**src/rtl/uart_rx_oversampled.sv**
```systemverilog
// uart_rx_oversampled: oversampling UART receiver with majority vote, break detect and status FIFO
// Ports: clk/reset (sync, active-high); rx_en_i gates start detection; tick_i is the
// OVERSAMPLE x baud strobe; rx_i is the async serial line; data_bit_num_i/parity_en_i/
// parity_type_i/stop_bit_num_i set the frame format (latched at start); data_o/flags show
// the FIFO head, popped by data_valid_o & data_ready_i; overrun_o pulses on a dropped frame;
// fifo_level_o is the entry count; rts_no requests the sender to stop; busy_o = not idle.
module uart_rx_oversampled #(
    parameter int OVERSAMPLE    = 16,
    parameter int MAX_DATA_BITS = 9,
    parameter int FIFO_DEPTH    = 8,
    parameter int RTS_LEVEL     = 6,
    parameter int SYNC_STAGES   = 2
) (
    input  logic                          clk,
    input  logic                          reset,
    input  logic                          rx_en_i,
    input  logic                          tick_i,
    input  logic                          rx_i,
    input  logic [2:0]                    data_bit_num_i,
    input  logic                          parity_en_i,
    input  logic                          parity_type_i,
    input  logic                          stop_bit_num_i,
    output logic [MAX_DATA_BITS-1:0]      data_o,
    output logic                          data_valid_o,
    input  logic                          data_ready_i,
    output logic                          parity_err_o,
    output logic                          frame_err_o,
    output logic                          break_o,
    output logic                          overrun_o,
    output logic [$clog2(FIFO_DEPTH):0]   fifo_level_o,
    output logic                          rts_no,
    output logic                          busy_o
);
    localparam int CW = $clog2(OVERSAMPLE);
    localparam int M  = OVERSAMPLE / 2;
    localparam int AW = $clog2(FIFO_DEPTH);
    localparam int LW = AW + 1;
    localparam int EW = MAX_DATA_BITS + 3;
    localparam logic [2:0] S_IDLE = 3'd0, S_START = 3'd1, S_DATA = 3'd2, S_PARITY = 3'd3,
                           S_STOP = 3'd4, S_DONE = 3'd5, S_BRK = 3'd6;

    logic [SYNC_STAGES-1:0] sync_q;
    logic                   prev_q, rx_s;
    logic [2:0]             state_q, state_d;
    logic [CW-1:0]          cnt_q, cnt_d;
    logic [1:0]             smp_q, smp_d;
    logic [3:0]             bidx_q, bidx_d, nbits_q, nbits_d, dbn_w, nbits_in;
    logic                   pen_q, pen_d, ptype_q, ptype_d, two_q, two_d, second_q, second_d;
    logic                   par_q, par_d, zero_q, zero_d, ferr_q, ferr_d, perr_q, perr_d, brk_q, brk_d;
    logic [MAX_DATA_BITS-1:0] data_q, data_d;
    logic                   tick_end, vote_tick, v;
    logic [EW-1:0]          mem [FIFO_DEPTH];
    logic [AW-1:0]          wptr_q, rptr_q;
    logic [LW-1:0]          count_q, count_d;
    logic                   rts_q, ovr_q, push, pop, full, push_ok;

    assign rx_s      = sync_q[SYNC_STAGES-1];
    assign tick_end  = tick_i && cnt_q == CW'(OVERSAMPLE - 1);
    assign vote_tick = tick_i && cnt_q == CW'(M + 1);
    // the third sample is the live synchronised line on the vote tick
    assign v         = (smp_q[0] & smp_q[1]) | (smp_q[0] & rx_s) | (smp_q[1] & rx_s);
    assign dbn_w     = 4'(data_bit_num_i) + 4'd5;
    assign nbits_in  = (dbn_w > 4'(MAX_DATA_BITS)) ? 4'(MAX_DATA_BITS) : dbn_w;

    always_comb begin
        state_d  = state_q;
        cnt_d    = tick_i ? (tick_end ? '0 : cnt_q + CW'(1)) : cnt_q;
        smp_d    = smp_q;
        bidx_d   = bidx_q;
        nbits_d  = nbits_q;
        pen_d    = pen_q;
        ptype_d  = ptype_q;
        two_d    = two_q;
        second_d = second_q;
        par_d    = par_q;
        zero_d   = zero_q;
        ferr_d   = ferr_q;
        perr_d   = perr_q;
        brk_d    = brk_q;
        data_d   = data_q;
        if (tick_i && cnt_q == CW'(M - 1)) smp_d[0] = rx_s;
        if (tick_i && cnt_q == CW'(M)) smp_d[1] = rx_s;
        case (state_q)
            S_IDLE: if (rx_en_i && prev_q && !rx_s) begin
                state_d  = S_START;
                cnt_d    = '0;
                nbits_d  = nbits_in;
                pen_d    = parity_en_i;
                ptype_d  = parity_type_i;
                two_d    = stop_bit_num_i;
                second_d = 1'b0;
                bidx_d   = '0;
                data_d   = '0;
                par_d    = 1'b0;
                zero_d   = 1'b1;
                ferr_d   = 1'b0;
                perr_d   = 1'b0;
                brk_d    = 1'b0;
            end
            S_START: state_d = (vote_tick && v) ? S_IDLE : (tick_end ? S_DATA : S_START);
            S_DATA: begin
                if (vote_tick) begin
                    data_d[bidx_q] = v;
                    par_d          = par_q ^ v;
                    zero_d         = zero_q & ~v;
                end
                if (tick_end) begin
                    bidx_d = bidx_q + 4'd1;
                    if (bidx_q == nbits_q - 4'd1) state_d = pen_q ? S_PARITY : S_STOP;
                end
            end
            S_PARITY: begin
                if (vote_tick) begin
                    perr_d = (par_q ^ v) != ptype_q;
                    zero_d = zero_q & ~v;
                end
                if (tick_end) state_d = S_STOP;
            end
            S_STOP: begin
                if (vote_tick) begin
                    // an all-zero character with a low first stop bit is a break
                    if (!second_q && zero_q && !v) begin
                        brk_d   = 1'b1;
                        ferr_d  = 1'b1;
                        perr_d  = 1'b0;
                        state_d = S_DONE;
                    end else begin
                        ferr_d = ferr_q | ~v;
                        if (second_q || !two_q) state_d = S_DONE;
                    end
                end else if (tick_end) second_d = 1'b1;
            end
            S_DONE:  state_d = brk_q ? S_BRK : S_IDLE;
            S_BRK:   state_d = rx_s ? S_IDLE : S_BRK;
            default: state_d = S_IDLE;
        endcase
    end

    assign push    = state_q == S_DONE;
    assign data_valid_o = count_q != '0;
    assign pop     = data_valid_o & data_ready_i;
    assign full    = count_q == LW'(FIFO_DEPTH);
    assign push_ok = push & (~full | pop);
    assign count_d = count_q + LW'(push_ok) - LW'(pop);

    always_ff @(posedge clk) begin
        if (reset) begin
            sync_q   <= '1;
            prev_q   <= 1'b1;
            state_q  <= S_IDLE;
            cnt_q    <= '0;
            smp_q    <= '0;
            bidx_q   <= '0;
            nbits_q  <= '0;
            pen_q    <= 1'b0;
            ptype_q  <= 1'b0;
            two_q    <= 1'b0;
            second_q <= 1'b0;
            par_q    <= 1'b0;
            zero_q   <= 1'b0;
            ferr_q   <= 1'b0;
            perr_q   <= 1'b0;
            brk_q    <= 1'b0;
            data_q   <= '0;
            wptr_q   <= '0;
            rptr_q   <= '0;
            count_q  <= '0;
            rts_q    <= 1'b0;
            ovr_q    <= 1'b0;
        end else begin
            sync_q   <= {sync_q[SYNC_STAGES-2:0], rx_i};
            prev_q   <= rx_s;
            state_q  <= state_d;
            cnt_q    <= cnt_d;
            smp_q    <= smp_d;
            bidx_q   <= bidx_d;
            nbits_q  <= nbits_d;
            pen_q    <= pen_d;
            ptype_q  <= ptype_d;
            two_q    <= two_d;
            second_q <= second_d;
            par_q    <= par_d;
            zero_q   <= zero_d;
            ferr_q   <= ferr_d;
            perr_q   <= perr_d;
            brk_q    <= brk_d;
            data_q   <= data_d;
            wptr_q   <= push_ok ? wptr_q + AW'(1) : wptr_q;
            rptr_q   <= pop ? rptr_q + AW'(1) : rptr_q;
            count_q  <= count_d;
            rts_q    <= count_d >= LW'(RTS_LEVEL);
            ovr_q    <= push & ~push_ok;
        end
    end

    always_ff @(posedge clk) begin
        if (push_ok) mem[wptr_q] <= {brk_q, ferr_q, perr_q, data_q};
    end

    assign {break_o, frame_err_o, parity_err_o, data_o} = data_valid_o ? mem[rptr_q] : '0;
    assign fifo_level_o = count_q;
    assign rts_no       = rts_q;
    assign overrun_o    = ovr_q;
    assign busy_o       = state_q != S_IDLE;
endmodule
```
**config.mk**
```make
export PLATFORM = sky130hd
export DESIGN_NAME = uart_rx_oversampled
export DESIGN_NICKNAME = d
export VERILOG_FILES = /design/src/rtl/uart_rx_oversampled.sv
export SDC_FILE = /design/constraint.sdc
export NUM_CORES = 1
export LEC_CHECK = 0
export BUFFER_PORTS_ARGS = -buffer_cell sky130_fd_sc_hd__buf_4
export CORE_ASPECT_RATIO = 2
export CORE_UTILIZATION = 61
export CTS_CLUSTER_SIZE = 16
export DETAILED_ROUTE_END_ITERATION = 12
export PLACE_DENSITY = 0.79
export SYNTH_ARGS = -nofsm -noshare
export SYNTH_HDL_FRONTEND = slang
export SYNTH_SLANG_ARGS = --single-unit
```
**constraint.sdc**
```tcl
create_clock -name clk -period 3.1 [get_ports clk]
set_input_delay 0.31 -clock clk [delete_from_list [all_inputs] [get_ports clk]]
set_output_delay 0.31 -clock clk [all_outputs]
set_load 0.1 [all_outputs]
```
==> metrics.yaml, run 1 <==
detailed_routing:
  avgViaCountPerCell: 5.93
  drtIter0Drc: 224
  ant_nets: 0
  routed-via-count: 3909
  wire_per_inst_um: 19.0
  drc_errors: 0
  wl_um: 12500
  first_pass_iters: 5
pwr:
  p_sw_mw: 1.97
  pwr-share-clk_pct: 35.1
  power_leakage_nw: 2.72
  netSwitchingFraction_pct: 34.0
  pwr-share-seq_pct: 39.1
  internal_power_mw: 3.82
  power_density_nw_per_um2: 786
  combPwrFrac_pct: 25.8
  fin_total_pwr_mw: 5.80
  ir_worst_vdd_mv: 0.660
critical_path:
  worstSetupPathType: "reg2reg"
  max_stage_delay_ps: 600
  crit_path_cell_trace: "inv_1, ha_1, nor3b_4, inv_2, nand3_1, nand2_1, ha_1, fa_1, xnor2_1, nor2_1, nand2_1, o21ai_0"
  crit_fanout: 13
  cp_slowest_cell: "nor3b_4"
  crit_path_end_kind: "flip-flop"
  critPathLaunchType: "flip-flop"
  crit_required_ps: 3390
  crit_buf_inv: 2
  crit_family: "simple AND/OR/NAND/NOR gates"
  arrival_ps: 2980
cts:
  hold_buffers: 0
  clockRootBuffer: "clkbuf_16"
  cts_sinks: 149
  clkTransAtPathRegs_ps: 60
  post_cts_buffers: 0
  cts_buffers: 17
  clk_latency_ps: 410
  htreeDepth: 4
  clockBufferDepth: 2
  cts_tree: "done"
die:
  die_h_um: 147
  die_area_um2: 10900
  core_area_um2: 10100
  initial_core_util_pct: 62.8
  rows: 52
  boundaryPins: 32
  die_x_um: 74.3
yosys:
  ys_types: 57
  ys_warn_count: 0
  yosysSeqAreaShare_pct: 61.9
  async_flop_share_pct: 0
  ys_seq_elements: 149
  synthFlopType: "edfxtp_1"
  synth.avg_cell_area_um2: 13.5
  synth.net_count: 501
  synth_edf_count: 96
  syn_inst: 471
  syn_area_um2: 6370
cells_and_area:
  area_growth_pct: 15.7
  final_cell_mix: "edfxtp_1 (96), dfxtp_1 (51), nor2_1 (44), buf_4 (41), nand2_1 (40)"
  drive_above_1_share_pct: 21.6
  diodes: 0
  fin_cells: 659
  final_area_um2: 7380
  final_common_cell: "edfxtp_1"
  nets: 541
  n_fill_cell: 683
global_routing:
  antenna_found_initial: 0
  grt_pass1_wl_um: 20100
  gr-total-overflow: 0
  grt_max_degree: 41
  grt_pass1_vias: 4042
  grt_usage_pct: 25.8
outcome:
  outcome: "complete, no violations"
flow_run:
  cap_violations: 0
timing:
  fin_skew_ps: 8.94
  max_slew.worst_pin.slew_ps: 845
  tns_ps: 0
  fmax_mhz: 372
  slew_violations: 0
  fin_crit_ps: 2690
  rsz0062_at_grt: "no"
  finalHoldViolCount: 0
  slew_headroom_pct: 43.6
  setup_viol: 0
  period_share_pct: 86.7
placed_design:
  post-dp-hpwl_um: 8400
  placed_cell_area_um2: 6770
  place_congestion: 0.962
  portBuffers: 31
  place_inst: 627
worst_hold_path:
  hp-class: "in2reg"
[cell usage after synthesis (2+ instances only)]
cell | n | area [um2]
a2111oi_2 | 2 | 30.0
a21oi_1 | 21 | 105
a311oi_1 | 3 | 26.3
a31oi_1 | 3 | 18.8
a41oi_1 | 2 | 17.5
and3b_1 | 3 | 26.3
buf_1 | 4 | 15.0
buf_2 | 6 | 30.0
clkbuf_1 | 9 | 33.8
dfxtp_1 | 53 | 1060
edfxtp_1 | 96 | 2880
ha_1 | 17 | 213
inv_1 | 18 | 67.6
mux2i_1 | 25 | 250
mux4_2 | 24 | 541
nand2_1 | 40 | 150
nand2b_1 | 10 | 62.6
nand3_1 | 16 | 80.1
nand3b_1 | 5 | 37.5
nand4_1 | 2 | 12.5
nand4b_1 | 2 | 17.5
nor2_1 | 44 | 165
nor2b_1 | 3 | 18.8
nor3_1 | 8 | 40.0
nor3b_1 | 2 | 15.0
o21ai_0 | 5 | 25.0
o311ai_1 | 2 | 17.5
o31ai_1 | 2 | 15.0
or2_2 | 3 | 18.8
or3b_1 | 2 | 17.5
xnor2_1 | 7 | 61.3
xor2_1 | 7 | 61.3
[worst paths after layout]
path | start | to | slack (ps) | cells past startpoint
worst min-delay path | rx_i | sync_q[0]$_SDFF_PP1_ | 80 | 2
worst min register to register | sync_q[0]$_SDFF_PP1_ | sync_q[1]$_SDFF_PP1_ | 410 | 1
worst max register to register | fifo_level_o[2]$_SDFF_PP0_ | rts_no$_SDFF_PP0_ | 410 | 12
worst max-delay path | fifo_level_o[2]$_SDFF_PP0_ | rts_no$_SDFF_PP0_ | 410 | 12
[layout make-up]
type	instances	area [um2]	area share (%)
Inverter	19	71.3	0.967
Multi-Input combinational cell	283	2280	31.0
Clock inverter	13	134	1.82
Timing Repair Buffer	41	308	4.17
Clock buffer	19	464	6.29
Tap cell	135	169	2.29
Sequential cell	149	3950	53.5
[flip-flops by register name, summed over array words and instances (netlist names), 3 cells and up, named ones only]
name	cells
rptr_q	3
fifo_level_o	4
data_q	9
bidx_q	4
nbits_q	4
mem	96
cnt_q	4
state_q	3
wptr_q	3
[worst reg2reg max path: cells and delay by family, from the launching register on]
family / cells / cell delay, ps
buffers and inverters: 2 / 230
and+or+nand+nor: 5 / 1030
DFF: 1 / 320
xor gates and xnor gates: 1 / 150
AOI/OAI and AO/OA: 1 / 60
adders and majority gates: 3 / 780
[per-stage QoR]
step / utilization (%) / hold WS, ps / setup WS, ps
global placement: 66.7 / 394 / 290
finish: 72.7 / 82.2 / 412
detailed placement: 66.7 / 399 / 162
floorplan: - / 389 / 46.7
CTS: 72.6 / 66.4 / 140
global route: 72.7 / 67.6 / 153
[metal layers]
layer  global-route usage [%]  vias to the layer above  share of wire (%)  routed length [um]
met2                     47.6                      119                 59                7330
met3                     4.69                       28                3.4                 426
li1                         -                     1838                  -                   -
met4                     12.7                        0                2.9                 368
met1                     26.6                     1924                 35                4370
met5                        0                        -                  0                   0
[logic make-up after synthesis]
| logic type | count (synthesis) | synth area share, % |
|---|---|---|
| AO/OA/AOI/OAI | 51 | 5.36 |
| XOR/XNOR | 15 | 2.30 |
| adder cells (fa/ha/maj) | 19 | 3.83 |
| buffers and inverters | 39 | 2.47 |
| flip-flops | 149 | 61.9 |
| multiplexers | 49 | 12.4 |
| AND/OR/NAND/NOR | 149 | 11.8 |
[power groups by stage]
stage | sequential [mW] | clock [mW] | combinational [mW]
finish | 2.27 | 2.03 | 1.49
global route | 2.28 | 2.14 | 1.60
CTS | 2.26 | 2.07 | 1.50
detailed placement | 2.30 | 0 | 1.49
global placement | 2.30 | 0 | 1.46
floorplan | 2.48 | 0 | 1.01
[repair_timing]
action,in CTS,in global routing
gates resized for setup,0,1
hold endpoints to repair,0,0
setup endpoints to repair,0,1
(Power assumes the default switching activity.)
==> run 2, diff against run 1 <==
--- a/config.mk
+++ b/config.mk
@@ -5,11 +5,11 @@
 export SDC_FILE = /design/constraint.sdc
 export NUM_CORES = 1
 export LEC_CHECK = 0
-export BUFFER_PORTS_ARGS = -buffer_cell sky130_fd_sc_hd__buf_4
 export CORE_ASPECT_RATIO = 2
-export CORE_UTILIZATION = 61
+export CORE_UTILIZATION = 63
 export CTS_CLUSTER_SIZE = 16
 export DETAILED_ROUTE_END_ITERATION = 12
+export DONT_BUFFER_PORTS = 1
 export PLACE_DENSITY = 0.79
 export SYNTH_ARGS = -nofsm -noshare
 export SYNTH_HDL_FRONTEND = slang
==> metrics.yaml, run 2 (synthesis results as in run 1) <==
outcome:
  outcome: "complete, no violations"
pwr:
  power_leakage_nw: 2.69  # -1.0%
  internal_power_mw: 4.20  # +9.9%
  combPwrFrac_pct: 23.9  # -1.9 points
  pwr-share-clk_pct: 38.5  # +3.4 points
  power_density_nw_per_um2: 827  # +5.2%
  pwr-share-seq_pct: 37.6  # -1.5 points
  ir_worst_vdd_mv: 0.717  # +8.6%
  p_sw_mw: 1.93  # -2.4%
  netSwitchingFraction_pct: 31.4  # -2.6 points
cells_and_area:
  final_area_um2: 7410  # +0.53%
  largest_reg_flops: 96  # unchanged
  area_growth_pct: 16.3
  final_cell_mix: "edfxtp_1 (96), dfxtp_1 (51), nand2_1 (40), nor2_1 (32), buf_4 (28)"
  nets: 531  # -1.8%
  reg_top3: "mem (96), data_q (9)"
  final_common_cell: "edfxtp_1"
  regMostFlops: "mem"
  diodes: 0  # unchanged
  drive_above_1_share_pct: 21.2  # -0.36 points
global_routing:
  met1_usage_pct: 27.5  # +0.88 points
  gr-total-overflow: 0  # unchanged
  use_met2_pct: 48.0  # +0.37 points
  busiest_layer: "met2"
  grt_usage_pct: 26.3  # +0.47 points
  grt_pass1_wl_um: 19900  # -0.83%
  grt_max_degree: 33  # -20%
  grtUsageMet3_pct: 4.95  # +0.25 points
  antenna_found_initial: 0  # unchanged
  grt_pass1_vias: 4049  # +0.17%
critical_path:
  crit_fanout: 24  # +11
  rr_worst_depth: 11  # -1
  r2r_slack_ps: 800  # +390 ps
  r2r_start: "fifo_level_o[2]$_SDFF_PP0_"
  rr_endpoint: "rts_no$_SDFF_PP0_"
  arrival_ps: 2210  # -770 ps
  worstSetupPathType: "reg2out"
  crit_required_ps: 2790  # -600 ps
  crit_path_end_kind: "output pin"
  critPathLaunchType: "flip-flop"
timing:
  fin_skew_ps: 9.43  # +0.494 ps
  fin_hold_ws_ps: 17.5  # -64.6 ps
  fmax_mhz: 396  # +6.5%
  rsz0062_at_grt: "no"
  period_share_pct: 81.4  # -5.3 points
  finalHoldViolCount: 0  # unchanged
  setup_viol: 0  # unchanged
  slew_headroom_pct: 23.2  # -20 points
  slew_violations: 0  # unchanged
  max_slew.worst_pin.slew_ps: 1150  # +304 ps
  fin_crit_ps: 2520  # -165 ps
  tns_ps: 0  # unchanged
  fin_ws_ps: 577  # +165 ps
placed_design:
  portBuffers: 0  # -100%
  dpl_worst_slack_ps: 882  # +721 ps
  placed_cell_area_um2: 6700  # -1.1%
  post-dp-hpwl_um: 8060  # -4.0%
  place_congestion: 0.962  # about the same
die:
  die_h_um: 144  # -1.6%
  initial_core_util_pct: 65.3  # +2.5 points
  die_area_um2: 10500  # -3.1%
  boundaryPins: 32  # unchanged
  die_x_um: 73.1  # -1.6%
  rows: 51  # -1.9%
  core_area_um2: 9760  # -3.8%
cts:
  clockRootBuffer: "clkbuf_16"
  clk_latency_ps: 410  # about the same
  clockBufferDepth: 2  # unchanged
  htreeDepth: 4  # unchanged
  cts_sinks: 149  # unchanged
  clkTransAtPathRegs_ps: 60  # about the same
  cts_tree: "done"
  post_cts_buffers: 0  # unchanged
  cts_resized: 0  # unchanged
  cts_buffers: 17  # unchanged
detailed_routing:
  first_pass_iters: 5  # unchanged
  drtIter0Drc: 217  # -3.1%
  routed-via-count: 3906  # -0.077%
  ant_nets: 0  # unchanged
  wire_per_inst_um: 19.4  # +2.2%
  wl_um: 12500  # +0.22%
  avgViaCountPerCell: 6.05  # +1.9%
  drc_errors: 0  # unchanged
worst_hold_path:
  hp-class: "in2reg"
  min_from: "reset"
  whs_path_depth: 1  # -1
  whs_endpoint: "rts_no$_SDFF_PP0_"
flow_run:
  cap_violations: 0  # unchanged
## run 2: cell types whose count changed in the layout (fill, tap and decap cells not counted), moves of 2 or more
cell and change:
inv_8 -2, clkinvlp_4 +2, dlygate4sd3_1 +3, bufinv_16 +6
nor2_2 +12, nor2_1 -12, buf_4 -13, clkinv_1 +2
inv_6 -5
## run 2: layout make-up
type / instances / area [um2]
Sequential cell: 149 / 3950
Timing Repair Buffer: 31 / 240
Clock buffer: 18 / 429
Clock inverter: 14 / 255
Tap cell: 132 / 165
Inverter: 19 / 71.3
Fill cell: 605 / 2350
Multi-Input combinational cell: 283 / 2310
## run 2: stage by stage
step / utilization [%] / instances / total power, mW
detailed placement: 68.6 / 611 / 3.80
CTS: 75.9 / 646 / 6.17
finish: 75.9 / 646 / 6.13
global route: 75.9 / 646 / 6.35
floorplan: - / 471 / 3.49
global placement: 68.6 / 611 / 3.77
## run 2: worst max path at each step
stage | startpoint | endpoint | slack [ps]
after global placement | fifo_level_o[2]$_SDFF_PP0_ | rts_no$_SDFF_PP0_ | 1000
after floorplan | fifo_level_o[1]$_SDFF_PP0_ | data_o[0] | 50
after global routing | flip-flop | data_o[4] | 460
after detailed placement | fifo_level_o[2]$_SDFF_PP0_ | rts_no$_SDFF_PP0_ | 880
after CTS | flip-flop | data_o[4] | 530
final | flip-flop | data_o[4] | 580
## run 2: power by group through the flow
| stage | clock [mW] | sequential (mW) | combinational (mW) |
|---|---|---|---|
| floorplan | 0 | 2.48 | 1.01 |
| global placement | 0 | 2.34 | 1.43 |
| detailed placement | 0 | 2.34 | 1.46 |
| CTS | 2.38 | 2.31 | 1.48 |
| global route | 2.47 | 2.32 | 1.56 |
| finish | 2.36 | 2.31 | 1.46 |
## run 2: timing repair
action,in CTS,in global routing
endpoints found under the hold margin,32,0
hold buffers,3,0
setup endpoints to repair,0,0
## run 2: per-layer routing
layer	wire [um]	share of wire (%)
met5	0	0
met4	437	3.5
met3	414	3.3
met2	7080	57
met1	4590	37
## run 2: critical path, cell delays in order (launching register included)
cell and delay, ps:
dfxtp_1 310, buf_4 400, mux4_2 580, mux2i_1 190, nor2_2 60, buf_4 240
==> run 3, diff against run 2 <==
--- a/config.mk
+++ b/config.mk
@@ -6,11 +6,11 @@
 export NUM_CORES = 1
 export LEC_CHECK = 0
 export CORE_ASPECT_RATIO = 2
-export CORE_UTILIZATION = 63
+export CORE_UTILIZATION = 57
 export CTS_CLUSTER_SIZE = 16
 export DETAILED_ROUTE_END_ITERATION = 12
 export DONT_BUFFER_PORTS = 1
-export PLACE_DENSITY = 0.79
+export PLACE_DENSITY = 0.75
 export SYNTH_ARGS = -nofsm -noshare
 export SYNTH_HDL_FRONTEND = slang
 export SYNTH_SLANG_ARGS = --single-unit
==> constraint.sdc (replaced) <==
create_clock -name clk -period 2.22 [get_ports clk]
set_input_delay 0.222 -clock clk [delete_from_list [all_inputs] [get_ports clk]]
set_output_delay 0.222 -clock clk [all_outputs]
set_load 0.1 [all_outputs]
==> metrics.yaml, run 3 (synthesis results as in run 1) <==
cts:
  clockRootBuffer: "clkbuf_16"
  clockBufferDepth: 2  # unchanged
  cts_sinks: 149  # unchanged
  cts_tree: "done"
  cts_buffers: 17  # unchanged
  htreeDepth: 4  # unchanged
  clkTransAtPathRegs_ps: 60  # about the same
  clk_latency_ps: 410  # about the same
timing:
  slew_violations: 0  # unchanged
  period_share_pct: 102
  setup_viol: 4  # +4
  slew_headroom_pct: 55.3  # +32 points
  finalHoldViolCount: 0  # unchanged
  max_slew.worst_pin.slew_ps: 670  # -478 ps
  fin_crit_ps: 2260
  rsz0062_at_grt: "yes"
  fin_ws_ps: -38.4  # -615 ps
  fmax_mhz: 443
  fin_skew_ps: 9.14  # -0.291 ps
global_routing:
  grt_pass1_wl_um: 20600  # +3.3%
  grt_pass1_vias: 4183  # +3.3%
  gr-total-overflow: 0  # unchanged
  grt_usage_pct: 24.1  # -2.2 points
  grt_max_degree: 35  # +6.1%
  antenna_found_initial: 0  # unchanged
worst_hold_path:
  whs_path_depth: 3  # +2
  whs_endpoint: "cnt_q[2]$_SDFF_PP0_"
  hp-class: "in2reg"
  min_from: "tick_i"
cells_and_area:
  reg_top3: "mem (96), data_q (9)"
  final_cell_mix: "edfxtp_1 (96), dfxtp_1 (48), nand2_1 (38), nor2_1 (25), mux4_2 (24)"
  diodes: 0  # unchanged
  regMostFlops: "mem"
  final_common_cell: "edfxtp_1"
  largest_reg_flops: 96  # unchanged
  area_growth_pct: 23.7
  drive_above_1_share_pct: 28.2  # +7.0 points
  final_area_um2: 7880  # +6.3%
  nets: 538  # +1.3%
critical_path:
  critPathLaunchType: "flip-flop"
  max_stage_delay_ps: 550  # -30 ps
  r2r_start: "fifo_level_o[2]$_SDFF_PP0_"
  crit_path_end_kind: "output pin"
  crit_buf_inv: 2  # unchanged
  crit_fanout: 6  # -75%
  crit_path_cell_trace: "clkbuf_16, mux4_2, mux2i_4, nor2_4, buf_12"
  cp_slowest_cell: "mux4_2"
  crit_family: "multiplexers"
  rr_endpoint: "mem[6][8]$_DFFE_PP_"
  rr_worst_depth: 6  # -5
  r2r_slack_ps: 10  # -790 ps
  arrival_ps: 2040  # -170 ps
  crit_required_ps: 2000  # -790 ps
  worstSetupPathType: "reg2out"
detailed_routing:
  first_pass_iters: 4  # -1
  drtIter0Drc: 186  # -14%
  ant_nets: 0  # unchanged
  avgViaCountPerCell: 5.95  # -1.6%
  wl_um: 13800  # +10%
  routed-via-count: 3931  # +0.64%
  drc_errors: 0  # unchanged
  wire_per_inst_um: 20.9  # +7.8%
pwr:
  pwr-share-seq_pct: 35.9  # -1.7 points
  netSwitchingFraction_pct: 33.8  # +2.4 points
  power_density_nw_per_um2: 1130  # +37%
  combPwrFrac_pct: 30.9  # +7.0 points
  internal_power_mw: 5.89  # +40%
  ir_worst_vdd_mv: 0.934  # +30%
  power_leakage_nw: 2.83  # +5.1%
  p_sw_mw: 3.01  # +56%
  pwr-share-clk_pct: 33.1  # -5.4 points
flow_run:
  cap_violations: 0  # unchanged
die:
  rows: 54  # +5.9%
  boundaryPins: 32  # unchanged
  initial_core_util_pct: 58.6  # -6.7 points
  die_area_um2: 11600  # +10%
  die_x_um: 76.8  # +5.0%
  core_area_um2: 10900  # +11%
  die_h_um: 152  # +5.1%
placed_design:
  place_congestion: 0.959  # -0.24%
  placed_cell_area_um2: 6880  # +2.7%
  dpl_worst_slack_ps: -33.3  # -916 ps
  post-dp-hpwl_um: 8470  # +5.1%
  portBuffers: 0  # unchanged
outcome:
  violations: "setup timing"
  outcome: "finished, violations left"
-- run 3: changes by cell type in the layout (fill, tap and decap cells not counted), sizes merged --
cell | previous run | this run
buf | 28 | 29
bufinv | 7 | 4
clkbuf | 18 | 22
clkinv | 4 | 2
clkinvlp | 2 | 1
dlygate4sd3 | 3 | 7
inv | 20 | 24
-- run 3: area by class of cell --
| cell class | count | area [um2] |
|---|---|---|
| Sequential cell | 149 | 3960 |
| Clock inverter | 12 | 168 |
| Timing Repair Buffer | 38 | 469 |
| Tap cell | 140 | 175 |
| Clock buffer | 20 | 447 |
| Fill cell | 629 | 2990 |
| Multi-Input combinational cell | 283 | 2580 |
| Inverter | 19 | 87.6 |
-- run 3: per-layer routing --
| metal | share of wire (%) | vias to the layer above | GRT usage (%) | wire [um] |
|---|---|---|---|---|
| li1 | - | 1839 | - | - |
| met1 | 33 | 1936 | 22.7 | 4610 |
| met2 | 60 | 124 | 47.2 | 8270 |
| met3 | 3.3 | 32 | 5.57 | 458 |
| met4 | 3.4 | 0 | 12.5 | 466 |
| met5 | 0 | - | 0 | 0 |
-- run 3: repair_timing --
item                                    CTS  global route
endpoints found under the setup margin   23            83
buffers inserted                          0             2
pin swaps                                 0             6
gates resized for setup                  19            22
hold buffers                              8             0
hold endpoints to repair                 36             0
gates cloned                              1             2
-- run 3: stage by stage --
stage / power, mW / hold slack [ps] / util (%) / setup TNS, ps / instances
after floorplan: 5.21 / 329 / - / -704 / 471
after global placement: 5.62 / 293 / 63.3 / 0 / 616
after detailed placement: 5.66 / 297 / 63.3 / -386 / 616
after CTS: 8.73 / 19.0 / 70.7 / -1.37 / 657
after global routing: 9.23 / 31.8 / 72.5 / -4170 / 661
final: 8.90 / 43.8 / 72.5 / -82.3 / 661
-- run 3: power by group through the flow --
stage,logic [mW],registers (mW),clock network [mW]
2_1_floorplan,1.72,3.49,0
4_1_cts,2.57,3.18,2.98
5_1_grt,2.91,3.21,3.11
6_report,2.75,3.20,2.95
3_5_place_dp,2.44,3.22,0
3_3_place_gp,2.41,3.21,0
-- run 3: worst reg2reg max path, stage by stage, from the launching register on --
cell and delay, ps:
dfxtp_4 360, inv_4 40, ha_1 170, or3b_1 240, o21a_1 210, nand2b_1 210, nor2_2 600
-- run 3: worst max path at each step --
| stage | endpoint | slack (ps) | depth (start not counted) | startpoint |
|---|---|---|---|---|
| finish | data_o[7] | -40 | 5 | flip-flop |
| global route | mem[6][8]$_DFFE_PP_ | -130 | 6 | fifo_level_o[2]$_SDFF_PP0_ |
| CTS | data_o[0] | -1 | 5 | flip-flop |
| detailed placement | mem[1][7]$_DFFE_PP_ | -30 | 6 | fifo_level_o[2]$_SDFF_PP0_ |
| global placement | mem[1][7]$_DFFE_PP_ | 80 | 6 | fifo_level_o[2]$_SDFF_PP0_ |
| floorplan | rts_no$_SDFF_PP0_ | -190 | 13 | fifo_level_o[3]$_SDFF_PP0_ |
